[config.mk]
export PLATFORM = sky130hd
export DESIGN_NAME = sync_fifo_th
export DESIGN_NICKNAME = d
export VERILOG_FILES = /design/src/rtl/sync_fifo_pkg.sv /design/src/rtl/sync_fifo_mem.sv /design/src/rtl/sync_fifo_th.sv
export SDC_FILE = /design/constraint.sdc
export NUM_CORES = 2
export LEC_CHECK = 0
export BUFFER_PORTS_ARGS = -buffer_cell sky130_fd_sc_hd__buf_4
export CAP_MARGIN = 30
export CORE_ASPECT_RATIO = 1.4
export CORE_MARGIN = 2
export CORE_UTILIZATION = 45
export DETAILED_ROUTE_END_ITERATION = 6
export PLACE_DENSITY_LB_ADDON = 0.12
export SETUP_SLACK_MARGIN = 0.3
export SYNTH_ARGS = -nofsm -noshare
export SYNTH_HDL_FRONTEND = slang
export SYNTH_SLANG_ARGS = --single-unit
export TNS_END_PERCENT = 1
[constraint.sdc]
create_clock -name clk -period 4.16 [get_ports clk]
set_clock_uncertainty 0.05 [all_clocks]
set_input_delay 0.832 -clock clk [delete_from_list [all_inputs] [get_ports clk]]
set_output_delay 0.832 -clock clk [all_outputs]
set_load 0.01 [all_outputs]
[src/rtl/sync_fifo_pkg.sv]
// Shared constants and helpers for the single-clock threshold FIFO.
// Defaults, count-width helper and error-flag bit positions for status words.
package sync_fifo_pkg;

  localparam int DEFAULT_WIDTH = 32;
  localparam int DEFAULT_DEPTH = 64;

  // Where overflow/underflow land when packed into a status aggregator word.
  localparam int STATUS_OVF_BIT = 0;
  localparam int STATUS_UNF_BIT = 1;

  function automatic int count_width(input int depth);
    return $clog2(depth) + 1;
  endfunction

endpackage

[src/rtl/sync_fifo_mem.sv]
// DEPTH x WIDTH register array with one write port and one registered read port.
// Array contents are never reset; only the read data register is.
module sync_fifo_mem
  import sync_fifo_pkg::*;
#(
  parameter int WIDTH = DEFAULT_WIDTH,
  parameter int DEPTH = DEFAULT_DEPTH,
  parameter int AW    = $clog2(DEPTH)
) (
  input  logic             clk,
  input  logic             rst,
  input  logic             we,
  input  logic [AW-1:0]    waddr,
  input  logic [WIDTH-1:0] wdata,
  input  logic             re,
  input  logic [AW-1:0]    raddr,
  output logic [WIDTH-1:0] rdata
);

  logic [WIDTH-1:0] mem_q [DEPTH];
  logic [WIDTH-1:0] rdata_q;
  logic [WIDTH-1:0] rdata_d;

  // Read data holds its value unless a read is accepted.
  always_comb begin
    rdata_d = rdata_q;
    if (re) rdata_d = mem_q[raddr];
  end

  always_ff @(posedge clk) begin
    if (we) mem_q[waddr] <= wdata;
  end

  always_ff @(posedge clk) begin
    if (rst) rdata_q <= '0;
    else     rdata_q <= rdata_d;
  end

  assign rdata = rdata_q;

endmodule

[src/rtl/sync_fifo_th.sv]
// Single-clock FIFO with occupancy count, programmable almost-full/empty thresholds
// and registered read port. Define SYNC_FIFO_ERR_EN to enable sticky overflow/underflow.
module sync_fifo_th
  import sync_fifo_pkg::*;
#(
  parameter int WIDTH = DEFAULT_WIDTH,
  parameter int DEPTH = DEFAULT_DEPTH,
  parameter int AW    = $clog2(DEPTH)
) (
  input  logic             clk,
  input  logic             rst,
  input  logic             winc,
  input  logic [WIDTH-1:0] wdata,
  output logic             wfull,
  input  logic             rinc,
  output logic [WIDTH-1:0] rdata,
  output logic             rvalid,
  output logic             rempty,
  output logic [AW:0]      count,
  input  logic [AW:0]      af_thresh,
  input  logic [AW:0]      ae_thresh,
  output logic             almost_full,
  output logic             almost_empty,
  output logic             overflow,
  output logic             underflow
);

  localparam int CW = count_width(DEPTH);

  logic [AW-1:0] wptr_q, wptr_d;
  logic [AW-1:0] rptr_q, rptr_d;
  logic [CW-1:0] count_q, count_d;
  logic          rvalid_q, rvalid_d;
  logic          wr_ok, rd_ok;

  assign wfull        = (count_q == CW'(DEPTH));
  assign rempty       = (count_q == '0);
  assign almost_full  = (count_q >= af_thresh);
  assign almost_empty = (count_q <= ae_thresh);
  assign count        = count_q;
  assign rvalid       = rvalid_q;

  // Full/empty gating alone resolves the simultaneous-request corner cases.
  assign wr_ok = winc && !wfull && !rst;
  assign rd_ok = rinc && !rempty && !rst;

  always_comb begin
    wptr_d   = wptr_q;
    rptr_d   = rptr_q;
    count_d  = count_q;
    rvalid_d = rd_ok;
    if (wr_ok) wptr_d = wptr_q + AW'(1);
    if (rd_ok) rptr_d = rptr_q + AW'(1);
    case ({wr_ok, rd_ok})
      2'b10:   count_d = count_q + CW'(1);
      2'b01:   count_d = count_q - CW'(1);
      default: count_d = count_q;
    endcase
  end

  always_ff @(posedge clk) begin
    if (rst) begin
      wptr_q   <= '0;
      rptr_q   <= '0;
      count_q  <= '0;
      rvalid_q <= 1'b0;
    end else begin
      wptr_q   <= wptr_d;
      rptr_q   <= rptr_d;
      count_q  <= count_d;
      rvalid_q <= rvalid_d;
    end
  end

  sync_fifo_mem #(
    .WIDTH(WIDTH),
    .DEPTH(DEPTH),
    .AW   (AW)
  ) u_mem (
    .clk  (clk),
    .rst  (rst),
    .we   (wr_ok),
    .waddr(wptr_q),
    .wdata(wdata),
    .re   (rd_ok),
    .raddr(rptr_q),
    .rdata(rdata)
  );

`ifdef SYNC_FIFO_ERR_EN
  logic ovf_q, ovf_d;
  logic unf_q, unf_d;

  // Error flags look at the raw requests, so a rejected side still records.
  always_comb begin
    ovf_d = ovf_q | (winc & wfull);
    unf_d = unf_q | (rinc & rempty);
  end

  always_ff @(posedge clk) begin
    if (rst) begin
      ovf_q <= 1'b0;
      unf_q <= 1'b0;
    end else begin
      ovf_q <= ovf_d;
      unf_q <= unf_d;
    end
  end

  assign overflow  = ovf_q;
  assign underflow = unf_q;
`else
  assign overflow  = 1'b0;
  assign underflow = 1'b0;
`endif

endmodule
---- Yosys cells after proc, flatten, opt, wreduce, memory -nomap -nowiden ----
Memory sizes are Yosys's and may differ from the RTL's. A register that Yosys moved wholly into a read port is not among the register bits.
Index checks and enable logic that the tools add are counted.
Widths: inputs -> output; s select.
cells by class
  $add $sub $neg .......................... 4
  magnitude comparators ................... 2
  equality and inequality tests ........... 3
  mux-type cells .......................... 3
  reduce and logical (&&, ||, !) cells .... 9
operator list
  operator             number
  $pmux 7 s2           1
  $add 6x1->6 const B  2
  $add 7x1->7 const B  1
  $eq 7x7->1 const B   1
  $ge 7x7->1           1
  $le 7x7->1           1
  $logic_not 7->1      1
  $sub 7x1->7 const B  1
  $logic_and 1x1->1    4
  $logic_not 1->1      3
  $eq 2x1->1 const B   1
  $eq 2x2->1 const B   1
  $mux 1               2
  $reduce_bool 2->1    1
word-level totals
  register bits ........................... 20
  memory bits (writable) .................. 2,048
  bits of input ports ..................... 50
  output and inout port bits .............. 46
  logic and storage cells ................. 26
  memories kept ........................... 1
memory list
  name         depth  width  rd ports  clocked after Yosys merged registers in  write ports  RTL line             RTL
  u_mem.mem_q  64     32     1         1                                        1            sync_fifo_mem.sv:20  logic [WIDTH-1:0] mem_q [DEPTH];

---- Logic depth before layout (Yosys ltp) ----
  word-level depth ........................ 6
  mapped depth ............................ 14

---- Cells and area by module ----
From an unflattened synthesis, not the netlist that was laid out.
second synthesis, totals
  cells, all modules ...................... 3,887
  area total of the unflattened synthesis .. 81,070.3 um^2
modules (own cells, without submodules)
  module         times used  cells each  area each (um^2)
  sync_fifo_mem  1           3,710       79,590.1
  sync_fifo_th   1           177         1,480.2

---- Least setup slack after synthesis ----
No wires, ideal clock.
  path kind ............................... input port to flip-flop
  from .................................... input port winc
  to ...................................... memory u_mem.mem_q[62][0] (netlist bit), enable pin
  arrival time ............................ 2.967 ns
  data required time ...................... 3.689 ns
  setup slack ............................. 0.722 ns
  stages on the path ...................... 6
  buffers on the path ..................... 0
  cells stage by stage .................... inv_1 -> a31oi_4 -> nand2b_1 -> nor2_1 -> nand3_1 -> nor2_1
on the way
  cells in the longest elaborated chain, start to end .. 4
RTL lines
  item                             RTL line             RTL
  from (decl)                      sync_fifo_th.sv:12   input logic winc,
  $logic_and 1x1->1 (2 in series)  sync_fifo_th.sv:44   assign wr_ok = winc && !wfull && !rst;
  $mux 1                           sync_fifo_mem.sv:31  if (we) mem_q[waddr] <= wdata;
  $mux 1 (implied by the code)     sync_fifo_mem.sv:31
  to (decl)                        sync_fifo_mem.sv:20
Every way passes these cells.

---- Worst setup path in the final report ----
  from .................................... register count_q[0], in the netlist count[0]
  to ...................................... output port almost_full
on the way
  cells in the longest elaborated chain, start to end .. 1
RTL lines
  item                    RTL line            RTL
  from (decl)             sync_fifo_th.sv:32  logic [CW-1:0] count_q, count_d;
  from (signal assigned)  sync_fifo_th.sv:70  count_q <= count_d;
  $ge 7x7->1              sync_fifo_th.sv:38  assign almost_full = (count_q >= af_thresh);
  to (decl)               sync_fifo_th.sv:22  output logic almost_full,
Every way passes these cells.

==> impl_metrics.toml <==
[outcome]
outcome = "completed"

[layout]
area_delta_synth_final_pct = 13.4
multi_input_area_sq_mm = 0.0176
final_common_cell = "edfxtp_1"
finalNetCount = 4127
seq_area_sq_mm = 0.0626
drive_gt1_share_pct = 25.0
layout_common_cells = "edfxtp_1, mux4_2, mux2i_1"
utilization_pct = 51.2
n_fill_cell = 14200

[setup_path]
rr_worst_depth = 11
worstPathArrival_ps = 2710
r2r_setup_slack_ps = 950
crit_path_start_kind = "flip-flop"
worstPathRequired_ps = 3280
r2r-end = "count[6]$_SDFFE_PP0P_"
r2r_start = "count[1]$_SDFFE_PP0P_"
cp-end-kind = "output port"
critPathKind = "flip-flop to output port"
critical_path.max_fanout = 6

[synthesis]
yosysWarnings = 0
yosysTopAreaCellShare_pct = 76.0
async_flop_share_pct = 0
synth_cell_type_count = 53
seq_area_frac_synth_pct = 77.3
synth-seq-cells = 2100
synth_top_area_cell = "edfxtp_1"
netlist_instances = 3795
avgSynthCellArea_sq_um = 21.3
synth_area_leaders = "edfxtp_1, mux4_2, mux2i_1"
synth_edf_count = 2048
ys.flop_type = "edfxtp_1"
synth_area_sq_mm = 0.0809

[clock_tree]
clockRootBuffer = "clkbuf_16"
htree_levels = 4
cts.sinks = 2100
cts_setup_buffers = 0
numCtsBuffers = 194
clkTransAtPathRegs_ps = 60
clock_latency_ps = 840
cts_buffer_depth = 3
ctsHoldBuffers = 0
cts_tree = "built"

[timing]
worst_pin_slew_ps = 1010
fin_hold_ws_ps = 333
max-slew-margin-rel_pct = 32.8
finalCritPeriodShare_pct = 86.2
final_max_slew_viol_count = 0
setup_slack_ps = 573
fin_crit_ps = 3590
hold_viol_final = 0
rsz0062_at_grt = "no"
tns_ps = 0
fmax_mhz = 279
finalSetupViolCount = 0

[floorplan]
coreArea_sq_mm = 0.179
rows = 184
ioPinCount = 96
dieArea_sq_mm = 0.183
die_w_um = 362
die_h_um = 506
start_util_pct = 45.2

[grt]
antenna_found_initial = 12
grt_usage_pct = 23.7
grt_pass1_vias = 39600
grt_pass1_wl_um = 304000
gr-total-overflow = 0
grt_max_degree = 65

[min_path]
holdCritPathClass = "input port to flip-flop"
holdPathEnd = "count[1]$_SDFFE_PP0P_"
hp-start = "rst"
hold_depth = 2

[power_and_ir_drop]
ir_worst_vdd_mv = 0.479
p_leak_nw = 27.8
power.internal_mw = 36.1
p_sw_mw = 11.5
p_per_area_mw_per_mm2 = 518
seqPwrFrac_pct = 49.6
pwr-share-comb_pct = 14.0
clkPwrFrac_pct = 36.4
swShare_pct = 24.2
power.total_mw = 47.6

[job]
drv_cap = 0

[placed_design]
hpwlAfterDp_um = 125000
gp_congestion = 0.829
io_buffers = 93
dpl_worst_slack_ps = 716

[drt]
drt_pass1_iterations = 6
drt_wl_total_um = 216000
drt_iter0_drc = 4485
drc = 0
wl_per_cell_um = 32.9
vias = 38900
viasPerCell = 5.94
drtAntennaViolNets = 0
-- worst max-delay path by stage --
stage | slack [ps] | start | to | depth (start not counted)
after floorplan | 720 | winc | u_mem.mem_q[62][0]$_DFFE_PP_ | 6
after global placement | 700 | winc | count[6]$_SDFFE_PP0P_ | 12
after detailed placement | 720 | winc | count[6]$_SDFFE_PP0P_ | 12
after CTS | 340 | count[0]$_SDFFE_PP0P_ | almost_full | 9
after global routing | 400 | count[0]$_SDFFE_PP0P_ | almost_full | 9
final | 570 | count[0]$_SDFFE_PP0P_ | almost_full | 9
-- logic make-up (layout without fill, tap and decap cells) --
| logic type | Yosys count | after routing | share of synthesized area [%] |
|---|---|---|---|
| and+or+nand+nor | 290 | 290 | 1.58 |
| adders and majority gates | 23 | 23 | 0.365 |
| xor gates and xnor gates | 13 | 13 | 0.141 |
| DFF | 2100 | 2100 | 77.3 |
| muxes | 769 | 769 | 16.0 |
| AOI/OAI and AO/OA | 362 | 362 | 2.95 |
| other | 1 | 12 | 0.00464 |
| buffers and inverters | 237 | 653 | 1.61 |
-- synth_stat cells (2+ instances only) --
cell	count
a211oi_1	41
a21o_1	7
a21oi_1	59
a22oi_1	90
a31oi_1	45
and2_1	2
buf_1	10
buf_2	69
buf_4	32
buf_6	27
clkbuf_1	75
dfxtp_1	52
edfxtp_1	2048
ha_1	22
inv_1	22
mux2i_1	346
mux4_2	422
nand2_1	117
nand2b_1	7
nand3_1	38
nand3b_1	3
nand4_1	4
nor2_1	90
nor2b_1	11
nor3_1	2
o211ai_1	3
o21ai_0	47
o221ai_1	20
o22ai_1	42
o311ai_0	2
or2_1	3
or2_2	3
or3_1	2
or3b_2	2
xnor2_1	5
xor2_1	8
-- routing by layer --
layer	GRT usage [%]	routed length [um]
met2	39.7	109000
met5	0	0
met4	5.94	4830
met1	32.6	88700
met3	3.62	12900
-- sequential cells by signal, summed over array words and instances, names as in the netlist --
register,flops
count,7
rptr_q,6
rvalid,1
u_mem.mem_q,2048
u_mem.rdata,32
wptr_q,6
-- critical path, cell delays in order, from the launching register on --
cell	delay (ps)
dfxtp_2	430
inv_1	110
ha_1	290
nand2b_1	140
a21o_1	180
a21o_1	170
a21o_1	160
a21oi_1	140
o21ai_0	110
buf_4	150
-- power by group through the flow --
stage          Combinational, mW  Clock (mW)  Sequential, mW
2_1_floorplan               4.76           0            23.9
6_report                    6.66        17.3            23.6
4_1_cts                     6.83        17.7            23.6
3_3_place_gp                6.79           0            24.0
5_1_grt                     7.14        18.5            23.6
3_5_place_dp                6.82           0            24.0
-- repair_timing --
item / CTS / global route
setup endpoints to repair: 0 / 1
endpoints found under the hold margin: 0 / 0
resized for setup: 0 / 1
-- stage by stage --
step	cell area [sq um]	instances
floorplan	80900	3796
global placement	85700	6181
detailed placement	85700	6183
CTS	91800	6537
global route	91800	6538
finish	91800	6547
-- cell type report --
cell class / instances / share of cell area, %
inverters: 23 / 0.0941
repair buffers: 276 / 2.77
diodes: 10 / 0.0273
well taps: 2325 / 3.17
flip-flops and latches: 2100 / 68.2
clock inverters: 101 / 0.971
clock buffers: 253 / 5.65
multi-input cells: 1459 / 19.2
No activity file was read; power rests on OpenSTA's default activity.
